`config.mk`:
```
export PLATFORM = sky130hd
export DESIGN_NAME = decoder_2to4_dispatch
export DESIGN_NICKNAME = d
export VERILOG_FILES = /design/src/rtl/comb_lab_pkg.sv /design/src/rtl/wait_timer.sv /design/src/rtl/decoder_2to4_dispatch.sv
export SDC_FILE = /design/constraint.sdc
export NUM_CORES = 1
export LEC_CHECK = 0
export ABC_AREA = 1
export CAP_MARGIN = 20
export CORE_UTILIZATION = 45
export CTS_CLUSTER_DIAMETER = 40
export DETAILED_ROUTE_END_ITERATION = 10
export PLACE_DENSITY = 0.86
export SLEW_MARGIN = 20
export SYNTH_ARGS = -nofsm -noshare
export SYNTH_HDL_FRONTEND = slang
export SYNTH_HIERARCHICAL = 1
export SYNTH_SLANG_ARGS = --single-unit
```
`constraint.sdc`:
```
create_clock -name clk -period 2.5 [get_ports clk]
set_input_delay 0.75 -clock clk [delete_from_list [all_inputs] [get_ports clk]]
set_output_delay 0.75 -clock clk [all_outputs]
set_load 0.02 [all_outputs]
```
`src/rtl/comb_lab_pkg.sv`:
```
// rtl/comb_lab_pkg.sv - shared types, defaults and decode helper for the dispatch lab
`timescale 1ns/1ps
package comb_lab_pkg;

  localparam int DEF_IDX_W   = 2;
  localparam int DEF_TIMEOUT = 8;
  localparam int MAX_IDX_W   = 5;
  localparam int MAX_LINES   = 2 ** MAX_IDX_W;

  typedef enum logic {
    IDLE = 1'b0,
    BUSY = 1'b1
  } state_t;

  // Callers cast the result down to their own line count.
  function automatic logic [MAX_LINES-1:0] onehot(input logic [MAX_IDX_W-1:0] idx);
    logic [MAX_LINES-1:0] v;
    v      = '0;
    v[idx] = 1'b1;
    return v;
  endfunction

endpackage

```
`src/rtl/wait_timer.sv`:
```
// rtl/wait_timer.sv - saturating wait counter with clear, enable and terminal-count flag
`timescale 1ns/1ps
module wait_timer #(
  parameter int LIMIT = 8,
  parameter int CNT_W = 4
) (
  input  logic clk,
  input  logic rst_n,
  input  logic clr,
  input  logic en,
  output logic tc
);

  // LIMIT of zero disables the timer: the count stays at zero and tc never fires.
  localparam logic [CNT_W-1:0] LAST = CNT_W'((LIMIT > 0) ? (LIMIT - 1) : 0);

  logic [CNT_W-1:0] cnt;

  always_ff @(posedge clk or negedge rst_n) begin
    if (!rst_n) begin
      cnt <= '0;
    end else if (clr) begin
      cnt <= '0;
    end else if (en && (LIMIT != 0) && (cnt != LAST)) begin
      cnt <= cnt + CNT_W'(1);
    end
  end

  assign tc = (LIMIT != 0) && (cnt == LAST);

endmodule

```
`src/rtl/decoder_2to4_dispatch.sv`:
```
// rtl/decoder_2to4_dispatch.sv - index-to-one-hot request dispatcher with ack/timeout handshake
`timescale 1ns/1ps
module decoder_2to4_dispatch
  import comb_lab_pkg::*;
#(
  parameter  int IDX_W   = DEF_IDX_W,
  parameter  int TIMEOUT = DEF_TIMEOUT,
  localparam int N       = 2 ** IDX_W,
  localparam int CNT_W   = (TIMEOUT > 0) ? $clog2(TIMEOUT + 1) : 1
) (
  input  logic             clk,
  input  logic             rst_n,
  input  logic [IDX_W-1:0] in,
  input  logic             in_valid,
  output logic             in_ready,
  output logic [N-1:0]     y,
  input  logic [N-1:0]     ack,
  output logic             done,
  output logic             timeout,
  output logic             err,
  input  logic             err_clr
);

  state_t           state_q, state_d;
  logic [IDX_W-1:0] idx_q, idx_d;
  logic [N-1:0]     y_q, y_d;
  logic             done_q, done_d;
  logic             timeout_q, timeout_d;
  logic             err_q, err_d;
  logic             tmr_clr, tmr_en, tmr_tc;
  logic             err_set;

  wait_timer #(
    .LIMIT (TIMEOUT),
    .CNT_W (CNT_W)
  ) u_wait_timer (
    .clk   (clk),
    .rst_n (rst_n),
    .clr   (tmr_clr),
    .en    (tmr_en),
    .tc    (tmr_tc)
  );

  always_ff @(posedge clk or negedge rst_n) begin
    if (!rst_n) begin
      state_q   <= IDLE;
      idx_q     <= '0;
      y_q       <= '0;
      done_q    <= 1'b0;
      timeout_q <= 1'b0;
      err_q     <= 1'b0;
    end else begin
      state_q   <= state_d;
      idx_q     <= idx_d;
      y_q       <= y_d;
      done_q    <= done_d;
      timeout_q <= timeout_d;
      err_q     <= err_d;
    end
  end

  // While busy y_q is the one-hot of idx_q, so any ack outside it is a wrong-line ack.
  assign err_set = (state_q == IDLE) ? (|ack) : (|(ack & ~y_q));

  always_comb begin
    state_d   = state_q;
    idx_d     = idx_q;
    y_d       = y_q;
    done_d    = 1'b0;
    timeout_d = 1'b0;
    tmr_clr   = 1'b0;
    tmr_en    = 1'b0;

    case (state_q)
      IDLE: begin
        if (in_valid) begin
          idx_d   = in;
          y_d     = N'(onehot(MAX_IDX_W'(in)));
          tmr_clr = 1'b1;
          state_d = BUSY;
        end
      end
      BUSY: begin
        tmr_en = 1'b1;
        if (ack[idx_q]) begin
          y_d     = '0;
          done_d  = 1'b1;
          state_d = IDLE;
        end else if (tmr_tc) begin
          y_d       = '0;
          timeout_d = 1'b1;
          state_d   = IDLE;
        end
      end
      default: begin
        y_d     = '0;
        state_d = IDLE;
      end
    endcase

    if (err_set) begin
      err_d = 1'b1;
    end else if (err_clr) begin
      err_d = 1'b0;
    end else begin
      err_d = err_q;
    end
  end

  assign in_ready = (state_q == IDLE);
  assign y        = y_q;
  assign done     = done_q;
  assign timeout  = timeout_q;
  assign err      = err_q;

endmodule

```
==> results by group <==
Route
  • Antenna viol nets, final: 0
  • Routed wire length: approximately 1.5 mm
  • DRT iter0 DRCs: 30
  • Vias: approximately 660
  • DRC: 0
  • Via-to-Cell Ratio: ~5.3
  • Drt wl/cell: between 10 and 15 µm
  • Initial DRT Pass Iterations: 4

STA
  • Clock skew: just over 0.006 ns
  • Slew headroom: 0.5655
  • Fmax: roughly 440 MHz
  • Final setup violation count: 0
  • Minimum clock period: roughly 2.3 ns
  • RSZ-0062 raised after global routing: false
  • Pins Over Slew Limit: 0
  • Tcrit/Tclk final: 0.9119
  • Tightest Pin Transition: between 0.6 and 0.7 ns
  • Setup ws final: around 0.22 ns
  • Setup TNS: 0 ns
  • Hold Fails Final Rpt: 0

Floorplanning
  • Die area: about 0.0017 mm²
  • Starting density of the core: 0.5092
  • Core area: between 0.001 and 0.0015 mm²
  • Die Y: just over 40 µm
  • # IOs: 18
  • Die W: 41.32 µm
  • Std cell rows: 13

Clocking
  • Postcts setup bufs: 0
  • H-tree depth: 1
  • Longest Clk Path Bufs: 2
  • Clock Latency Late Sink: roughly 0.28 ns
  • CTS root buf: clkbuf_4
  • Post-CTS sizing: 0
  • Clk sink count: 14
  • Hold Buf Count CTS: 0
  • CTS tree: built
  • Clk slew on worst S/H paths: approximately 0.09 ns
  • Total CTS buffers: 3

Synth
  • Top cell type by total area after synthesis: dfrtp_1
  • Flip-flop and latch count after synthesis: 14
  • Top-area cell type share of the netlist area: 0.5036
  • Syn nets: between 90 and 100
  • Ys Warns: 6
  • Synthesized area: 695.7 µm²
  • Synth unique cells: 15
  • Seq/Total Area, Yosys: 0.5036
  • Top cells by area, synth: dfrtp_1 (50%), nand2_1 (15%), nand4_1 (7.2%)
  • Post-synthesis cell count: 88
  • Syn avg cell area: 7.905 µm²

Pwr
  • Static Leak: approximately 0.48 nW
  • Sequential group share of total power: 0.399
  • Sw Ratio: 0.4051
  • P_sw: 0.3625 mW
  • Int Pwr: between 0.5 and 0.6 mW
  • Worst vdd rail ir drop: 0.5922 mV
  • Gate power share: 0.419
  • Final Power: 0.8949 mW
  • Clock group share of total power: 0.181
  • Power Density: approximately 970 mW/mm²

Final layout
  • Filler-free cell count of the finished design: around 120
  • Final #Nets: 121
  • Design area: about 920 µm²
  • Layout area overhead: 32.37%
  • Share of cells above drive strength 1: 0.1376
  • Diodes inserted: 0

Worst setup path
  • CP Class: flop to output port
  • Startpoint Class: flop
  • R2R Setup Slk: approximately 1.1 ns
  • Data arrival, critical path: approximately 1.5 ns
  • Critical Path RT: between 1.5 and 2 ns
  • Crit path max fanout: 10
  • Critical Path Sink Type: output port

Flow run
  • MaxCap Viol Count: 0

Placement
  • Area post-placement: roughly 900 µm²
  • Worst Setup Slack post-DPL: about 0.46 ns
  • Placed cells: 120
  • I/O Buffers: 17
  • Final HPWL DP: 1.135 mm
  • Gpl congestion: 0.8421

Global routing
  • Total GRT Usage: 0.2162
  • Largest net degree at the start of global routing: 15
  • Via count of the first global-routing pass: approximately 550
  • Initial antenna violation count: 0
  • First-pass GRT wire length: about 2.3 mm
  • Gr ovfl total: 0

Run status
  • Status: complete, no violations

Worst hold path
  • Worst hold-check path type: flop to flop
[worst paths after layout]
kind / from / end / cells past startpoint
max: state_q / in_ready / 2
min: y[2] / y[2] / 2
max reg2reg: u_wait_timer/cnt[0] / u_wait_timer/cnt[3] / 7
min reg2reg: y[2] / y[2] / 2
max in group asynchronous: rst_n / u_wait_timer/cnt[1] / 1
min in group asynchronous: rst_n / y[3] / 1
[stage by stage]
stage | hold slack (ns) | utilization
2_1_floorplan | 0.4544 | -
3_3_place_gp | 0.4847 | 0.6474
3_5_place_dp | 0.4926 | 0.6474
4_1_cts | 0.5136 | 0.6740
5_1_grt | 0.5310 | 0.6740
6_report | 0.5123 | 0.6740
[cell families after synthesis]
logic type,after synthesis,share of synthesized area
compound gates,5,0.03778
fa+ha+maj,1,0.01798
buf+inv,13,0.07015
flops,14,0.5036
simple gates,55,0.3705
[synth_stat cells]
cell,number
inv_2,5
nand4_1,8
inv_1,8
nor2_2,2
nor2_1,6
nand2_1,27
nand2_2,2
ha_1,1
nand3b_1,1
nand3_1,7
nand3_2,1
dfrtp_1,14
o21ai_0,4
o22ai_1,1
or2_2,1
[power by group through the flow]
stage,Sequential (mW),Clock [mW],Combinational (mW)
detailed placement,0.361,0,0.374
CTS,0.357,0.167,0.376
floorplan,0.377,0,0.215
global route,0.366,0.175,0.418
global placement,0.356,0,0.361
finish,0.357,0.162,0.375
[state kept, by name, summed over array words and instances (netlist names)]
signal / count
state_q: 1
err: 1
idx_q: 2
timeout: 1
u_wait_timer/cnt: 4
y: 4
done: 1
[metal layers]
metal  track usage  vias up  wire [µm]
met1        0.2534      299        696
met2        0.3438       22        692
met5             0        -          0
met4        0.1290        0         39
li1              -      331          -
met3       0.06915        7         63
[layout make-up]
cell class	instances	area (µm²)
fillers	119	445.4
inverters	13	48.80
clock buffers	4	36.28
well taps	15	18.77
repair buffers	17	170.2
multi-input cells	61	296.5
flip-flops and latches	14	350.3
[layout by cell type (no fill, tap or decap)]
cell	count
clkdlybuf4s50_1	17
ha_1	1
clkbuf_8	1
nand3_1	7
inv_2	5
nand3b_1	1
o21ai_0	4
nor2_1	6
dfrtp_1	14
or2_2	1
inv_1	8
o22ai_1	1
nor2_2	2
nand2_2	2
nand4_1	8
clkbuf_4	3
nand3_2	1
nand2_1	27
[critical path, cell delays in order, from the launching register on]
cell             delay (ns)
dfrtp_1                0.45
inv_2                  0.17
clkdlybuf4s50_1        0.63
Note: power is estimated with default switching activity, not from simulation.
